--- src/rtl/wash_timer_if.sv ---
// Bundle of signals between the wash controller and the wash_timer sequencer.
// master : drives the run request (on) and pause; observes phase, digits, status.
// slave  : the timer itself; samples on/pause and drives phase, BCD digits,
//          busy and the one-cycle done pulse.
interface wash_timer_if;
  logic       on;     // run request, synchronous and debounced
  logic       pause;  // level, freezes timing while running
  logic [1:0] st;     // phase: 00 WASH, 01 RINSE, 10 SPIN, 11 IDLE
  logic [3:0] n3;     // BCD tens of minutes
  logic [3:0] n2;     // BCD minutes
  logic [3:0] n1;     // BCD tens of seconds (0..5)
  logic [3:0] n0;     // BCD seconds
  logic       busy;   // high in WASH/RINSE/SPIN
  logic       done;   // one-cycle pulse on normal completion

  modport master (
    output on, pause,
    input  st, n3, n2, n1, n0, busy, done
  );

  modport slave (
    input  on, pause,
    output st, n3, n2, n1, n0, busy, done
  );
endinterface

--- src/rtl/wash_timer.sv ---
// Washing-machine program sequencer and countdown timer.
// Runs WASH -> RINSE -> SPIN, counting each phase down in mm:ss BCD, one step
// per prescaled one-second tick.
// Ports:
//   clk   : system clock, all state on rising edge
//   rst_n : asynchronous active-low reset
//   tmr   : wash_timer_if.slave (on, pause in; st, n3..n0, busy, done out)
module wash_timer #(
  parameter int unsigned CLK_DIV = 100000000,
  parameter int unsigned WASH_S  = 90,
  parameter int unsigned RINSE_S = 60,
  parameter int unsigned SPIN_S  = 30
) (
  input  logic         clk,
  input  logic         rst_n,
  wash_timer_if.slave  tmr
);

  localparam int unsigned PW = $clog2(CLK_DIV);

  // Seconds -> {tens of min, min, tens of sec, sec} in BCD.
  function automatic logic [15:0] to_bcd(input int unsigned secs);
    int unsigned m;
    int unsigned s;
    m = secs / 60;
    s = secs % 60;
    return {4'(m / 10), 4'(m % 10), 4'(s / 10), 4'(s % 10)};
  endfunction

  // One-second BCD decrement of mm:ss; seconds tens borrow wraps to 5.
  function automatic logic [15:0] bcd_dec(input logic [15:0] d);
    logic [3:0] a3, a2, a1, a0;
    {a3, a2, a1, a0} = d;
    if (a0 != 4'd0) begin
      a0 = a0 - 4'd1;
    end else begin
      a0 = 4'd9;
      if (a1 != 4'd0) begin
        a1 = a1 - 4'd1;
      end else begin
        a1 = 4'd5;
        if (a2 != 4'd0) begin
          a2 = a2 - 4'd1;
        end else begin
          a2 = 4'd9;
          a3 = a3 - 4'd1;
        end
      end
    end
    return {a3, a2, a1, a0};
  endfunction

  localparam logic [15:0] WASH_BCD  = to_bcd(WASH_S);
  localparam logic [15:0] RINSE_BCD = to_bcd(RINSE_S);
  localparam logic [15:0] SPIN_BCD  = to_bcd(SPIN_S);

  // Encoding matches the st output directly.
  typedef enum logic [1:0] {
    WASH  = 2'b00,
    RINSE = 2'b01,
    SPIN  = 2'b10,
    IDLE  = 2'b11
  } state_e;

  state_e          state_q;
  logic [15:0]     digits_q;
  logic [PW-1:0]   presc_q;
  logic            on_q;
  logic            busy_q;
  logic            done_q;

  logic            tick;
  logic [15:0]     digits_dec_d;

  // Tick detect and the decremented digit value for the current count.
  always_comb begin
    tick         = 1'b0;
    digits_dec_d = digits_q;
    if (presc_q == PW'(CLK_DIV - 1)) begin
      tick = 1'b1;
    end else begin
      tick = 1'b0;
    end
    digits_dec_d = bcd_dec(digits_q);
  end

  // Sequencer FSM with prescaler, digit countdown and registered outputs.
  always_ff @(posedge clk or negedge rst_n) begin
    if (!rst_n) begin
      state_q  <= IDLE;
      digits_q <= 16'h0000;
      presc_q  <= {PW{1'b0}};
      on_q     <= 1'b1;  // an on held through reset must not start a cycle
      busy_q   <= 1'b0;
      done_q   <= 1'b0;
    end else begin
      on_q   <= tmr.on;
      done_q <= 1'b0;
      case (state_q)
        IDLE: begin
          if (tmr.on && !on_q) begin
            state_q  <= WASH;
            busy_q   <= 1'b1;
            digits_q <= WASH_BCD;
            presc_q  <= {PW{1'b0}};
          end
        end
        WASH, RINSE, SPIN: begin
          // Abort wins over pause and any coincident tick or phase end.
          if (!tmr.on) begin
            state_q  <= IDLE;
            busy_q   <= 1'b0;
            digits_q <= 16'h0000;
            presc_q  <= {PW{1'b0}};
          end else if (!tmr.pause) begin
            if (tick) begin
              presc_q <= {PW{1'b0}};
              if (digits_q != 16'h0001) begin
                digits_q <= digits_dec_d;
              end else begin
                case (state_q)
                  WASH: begin
                    state_q  <= RINSE;
                    digits_q <= RINSE_BCD;
                  end
                  RINSE: begin
                    state_q  <= SPIN;
                    digits_q <= SPIN_BCD;
                  end
                  default: begin
                    state_q  <= IDLE;
                    busy_q   <= 1'b0;
                    digits_q <= 16'h0000;
                    done_q   <= 1'b1;
                  end
                endcase
              end
            end else begin
              presc_q <= presc_q + PW'(1);
            end
          end
        end
        default: begin
          state_q  <= IDLE;
          busy_q   <= 1'b0;
          digits_q <= 16'h0000;
          presc_q  <= {PW{1'b0}};
        end
      endcase
    end
  end

  assign tmr.st   = state_q;
  assign tmr.n3   = digits_q[15:12];
  assign tmr.n2   = digits_q[11:8];
  assign tmr.n1   = digits_q[7:4];
  assign tmr.n0   = digits_q[3:0];
  assign tmr.busy = busy_q;
  assign tmr.done = done_q;

endmodule

--- src/flat_wrapper.sv ---
// flat-port wrapper written by rule: the top's interface ports become plain ports
module wash_timer_flat 
#(
  parameter int unsigned CLK_DIV = 100000000,
  parameter int unsigned WASH_S  = 90,
  parameter int unsigned RINSE_S = 60,
  parameter int unsigned SPIN_S  = 30
)
  (clk, rst_n, tmr_on, tmr_pause, tmr_st, tmr_n3, tmr_n2, tmr_n1, tmr_n0, tmr_busy, tmr_done);
  wash_timer_if tmr_i ();
  input  logic clk;
  input  logic rst_n;
  input wire logic [$bits(tmr_i.on)-1:0] tmr_on;
  input wire logic [$bits(tmr_i.pause)-1:0] tmr_pause;
  output wire logic [$bits(tmr_i.st)-1:0] tmr_st;
  output wire logic [$bits(tmr_i.n3)-1:0] tmr_n3;
  output wire logic [$bits(tmr_i.n2)-1:0] tmr_n2;
  output wire logic [$bits(tmr_i.n1)-1:0] tmr_n1;
  output wire logic [$bits(tmr_i.n0)-1:0] tmr_n0;
  output wire logic [$bits(tmr_i.busy)-1:0] tmr_busy;
  output wire logic [$bits(tmr_i.done)-1:0] tmr_done;
  assign tmr_i.on = tmr_on;
  assign tmr_i.pause = tmr_pause;
  assign tmr_st = tmr_i.st;
  assign tmr_n3 = tmr_i.n3;
  assign tmr_n2 = tmr_i.n2;
  assign tmr_n1 = tmr_i.n1;
  assign tmr_n0 = tmr_i.n0;
  assign tmr_busy = tmr_i.busy;
  assign tmr_done = tmr_i.done;
  wash_timer #(.CLK_DIV(CLK_DIV), .WASH_S(WASH_S), .RINSE_S(RINSE_S), .SPIN_S(SPIN_S)) u_core (.clk(clk), .rst_n(rst_n), .tmr(tmr_i));
endmodule
--- config.mk ---
export PLATFORM = sky130hd
export DESIGN_NAME = wash_timer_flat
export DESIGN_NICKNAME = d
export VERILOG_FILES = /design/src/rtl/wash_timer_if.sv /design/src/rtl/wash_timer.sv /design/src/flat_wrapper.sv
export SDC_FILE = /design/constraint.sdc
export NUM_CORES = 1
export LEC_CHECK = 0
export ABC_AREA = 1
export CAP_MARGIN = 20
export CORE_UTILIZATION = 60
export CTS_BUF_LIST = sky130_fd_sc_hd__clkbuf_8
export DETAILED_ROUTE_END_ITERATION = 10
export GPL_TIMING_DRIVEN = 0
export PLACE_DENSITY_LB_ADDON = 0.08
export SYNTH_ARGS = -nofsm -noshare
export SYNTH_HDL_FRONTEND = slang
export SYNTH_SLANG_ARGS = --single-unit
--- constraint.sdc ---
create_clock -name clk -period 4.7 [get_ports clk]
set_input_delay 0.94 -clock clk [delete_from_list [all_inputs] [get_ports clk]]
set_output_delay 0.94 -clock clk [all_outputs]
set_load 0.005 [all_outputs]
==> metrics.md <==
| Metric | Value |
|---|---|
| Post-CTS Setup Inserts | `0` |
| Hold buffer count at cts | `0` |
| Clock sinks | `48` |
| Seq cells post-synth | `48` |
| Clk_skew | `0.01330 ns` |
| Ports | `24` |
| Global-route wire length before repair | `11540 µm` |
| Hold Crit Class | `flop to flop` |
| Flop2flop setup slack | `2.69 ns` |
| Family with the most delay on the worst path | `buffers and inverters` |
| Crit Path Category | `input pin to flop` |
| Core area | `0.004848 mm²` |
| Cells after Synth | `433` |
| Row count | `25` |
| Avg Vias per Cell | `5.397` |
| Worst-skew pair later-pin latency | `0.31 ns` |
| Total track usage | `27.70%` |
| Synthesized area | `0.003107 mm²` |
| Avg WL per Cell | `13.10 µm` |
| CP peak stage delay | `0.47 ns` |
| Worst-margin pin slew | `0.5667 ns` |
| Vias in the first global route | `2702` |
| NetSw | `716.2 µW` |
| WL final | `6969 µm` |
| DRT antenna net count | `0` |
| Register area share after synthesis | `38.78%` |
| Die height | `73.96 µm` |
| Largest net degree at the start of global routing | `26` |
| CP Data Arrival Time | `2.64 ns` |
| Iter 0 DRT Violations | `197` |
| Syn_area_per_cell | `7.175 µm²` |
| CP Max Fanout | `10` |
| Final Hold Vio Count | `0` |
| Area grow syn2layout | `13.57%` |
| Fin crit share | `52.10%` |
| Die Wd | `73.96 µm` |
| Unrepaired setup endpoints after global routing | `false` |
| Syn Nets | `444` |
| CP max-delay cell | `clkdlybuf4s50_1` |
| TritonCTS Buffers | `5` |
| Final Setup Violations | `0` |
| Clk pwr share | `15.4%` |
| Pwr per Cell Area | `480.5 mW/mm²` |
| TNS Setup | `0 ns` |
| Slew headroom | `62.22%` |
| CP Buf/Inv Count | `4` |
| Synth area leaders | `dfrtp_1 36%, nand2_1 15%, nor2_1 8.3%` |
| Gate power share | `49.9%` |
| Commonest register cell after synthesis | `dfrtp_1` |
| Vias | `2871` |
| Port buffer count | `23` |
| Initial Utilization | `64.08%` |
| Util after Layout | `72.77%` |
| Synth top area share | `36.25%` |
| Lkg Pwr | `0.001639 µW` |
| GPL Wtd Cong | `0.9385` |
| Sw frac | `42.24%` |
| Router iterations before antenna repair | `4` |
| Max frequency | `408.4 MHz` |
| Max clock buf depth | `2` |
| DIE AREA | `0.005469 mm²` |
| CP Cell Sequence | `clkdlybuf4s50_1 > buf_4 > inv_2 > o21ai_4 > nand2_4 > buf_6 > nor2_4 > nand2_1 > nor3b_1 > nor2_1` |
| GRT overflow | `0` |
| Status | `completed` |
| Sequential power share | `34.7%` |
| DP HPWL | `5340 µm` |
| Crit start category | `input pin` |
| DRC | `0` |
| Unique masters post-synth | `36` |
| CTS tree | `built` |
| H-Tree Depth | `2` |
| VDD IR max | `0.3593 mV` |
| Asr flop ratio synth | `100.0%` |
| YS warnings | `0` |
| Crit path time final | `2.449 ns` |
| CP Capture Type | `flop` |
| Filler cell count | `398` |
| Max Cap Viol | `0` |
| Required @ worst endpoint | `4.89 ns` |
| Nets@finish | `475` |
| Int Pwr | `979.1 µW` |
| ANT cells | `0` |
| Slew Limit Fails | `0` |
| Cell accounting for the most synthesized area | `dfrtp_1` |
| Initial antenna violation count | `0` |
| Layout cells sized above 1 | `10.11%` |
| Clk pin slew, worst setup/hold paths | `0.09 ns` |
| Post-synth EDFFs | `0` |
| PostCTS Resize Cnt | `0` |
| Root Driver | `clkbuf_8` |
-- sequential cells by signal, summed over array words and instances (netlist names) --
name	flops
u_core.presc_q	27
u_core.digits_q	16
u_core.tmr.st	2
u_core.on_q	1
u_core.tmr.busy	1
u_core.tmr.done	1
-- placed cells by master, fill, tap and decap left out, types with 3 or more instances in the layout --
cell type        count
nand2_1            121
nor2_1              69
inv_1               52
dfrtp_1             45
nand3_1             28
clkdlybuf4s50_1     22
nand4_1             15
o21ai_0             14
a21oi_1             12
nor3_1              11
xor2_1               7
ha_1                 7
clkbuf_8             6
nand2_2              5
buf_6                4
xnor2_1              4
inv_2                3
nand3_2              3
nand2_4              3
nor2_2               3
nor2_4               3
dfstp_2              3
-- through the flow --
stage	instance area (µm²)	setup WS [ns]	total power [µW]	std cells	hold WS [ns]
floorplan	3107	2.655	1160	433	0.4577
global placement	3421	1.282	1418	523	0.4666
detailed placement	3436	1.940	1439	524	0.4760
CTS	3528	2.264	1705	532	0.5050
global route	3528	2.117	1829	532	0.5358
finish	3528	2.251	1695	532	0.5006
-- logic make-up after synthesis --
family          after synthesis  synth area share (%)
fa+ha+maj                     7                 2.819
flops                        48                 38.78
simple gates                269                 39.35
xor+xnor                     11                 3.101
buf+inv                      63                 9.021
compound gates               35                 6.928
-- per-layer routing --
layer | track usage [%] | wire [µm]
met4 | 10.47 | 174
met5 | 0 | 0
met2 | 48.69 | 3349
met3 | 4.607 | 322
met1 | 34.12 | 3122
-- power groups by stage --
stage,combinational (µW),sequential [µW],clock [µW]
2_1_floorplan,572,587,0
3_3_place_gp,825,593,0
3_5_place_dp,846,593,0
4_1_cts,851,587,267
5_1_grt,949,600,280
6_report,847,588,261
-- Yosys cell counts (5+ instances only) --
library cell and number:
inv_1 52, a21oi_1 12, o21ai_0 14, dfrtp_1 45
nand4_1 15, nand2_2 5, nor2_1 69, nand2_1 121
ha_1 7, xor2_1 7, nand3_1 28, nor3_1 11
-- tightest hold or removal path, stage by stage, from the launching register on --
cell	delay, ns
dfrtp_1	0.36
nand2_1	0.06
nand2_1	0.05
-- layout make-up --
cell class / instances / area, µm² / area share, %
buffer: 7 / 65.06 / 1.844
clock buffer: 6 / 82.58 / 2.340
clock inverter: 2 / 10.01 / 0.2837
inverter: 56 / 215.2 / 6.099
multi-input combinational: 322 / 1622 / 45.96
sequential: 48 / 1205 / 34.15
tap: 67 / 83.83 / 2.376
timing repair buffer: 24 / 245.2 / 6.950
-- worst paths after layout --
| path | start | endpoint | cells past startpoint |
|---|---|---|---|
| setup / recovery | tmr_on | u_core.presc_q[20]$_DFFE_PN0P_ | 10 |
| hold reg to reg | u_core.tmr.busy$_DFFE_PN0P_ | u_core.tmr.busy$_DFFE_PN0P_ | 2 |
| max in group asynchronous | rst_n | u_core.tmr.st[0]$_DFFE_PN1P_ | 2 |
| min in group asynchronous | rst_n | u_core.presc_q[14]$_DFFE_PN0P_ | 1 |
| hold / removal | u_core.tmr.busy$_DFFE_PN0P_ | u_core.tmr.busy$_DFFE_PN0P_ | 2 |
| setup reg to reg | u_core.digits_q[8]$_DFFE_PN0P_ | u_core.digits_q[13]$_DFFE_PN0P_ | 11 |
No activity file was read; power rests on OpenSTA's default activity.
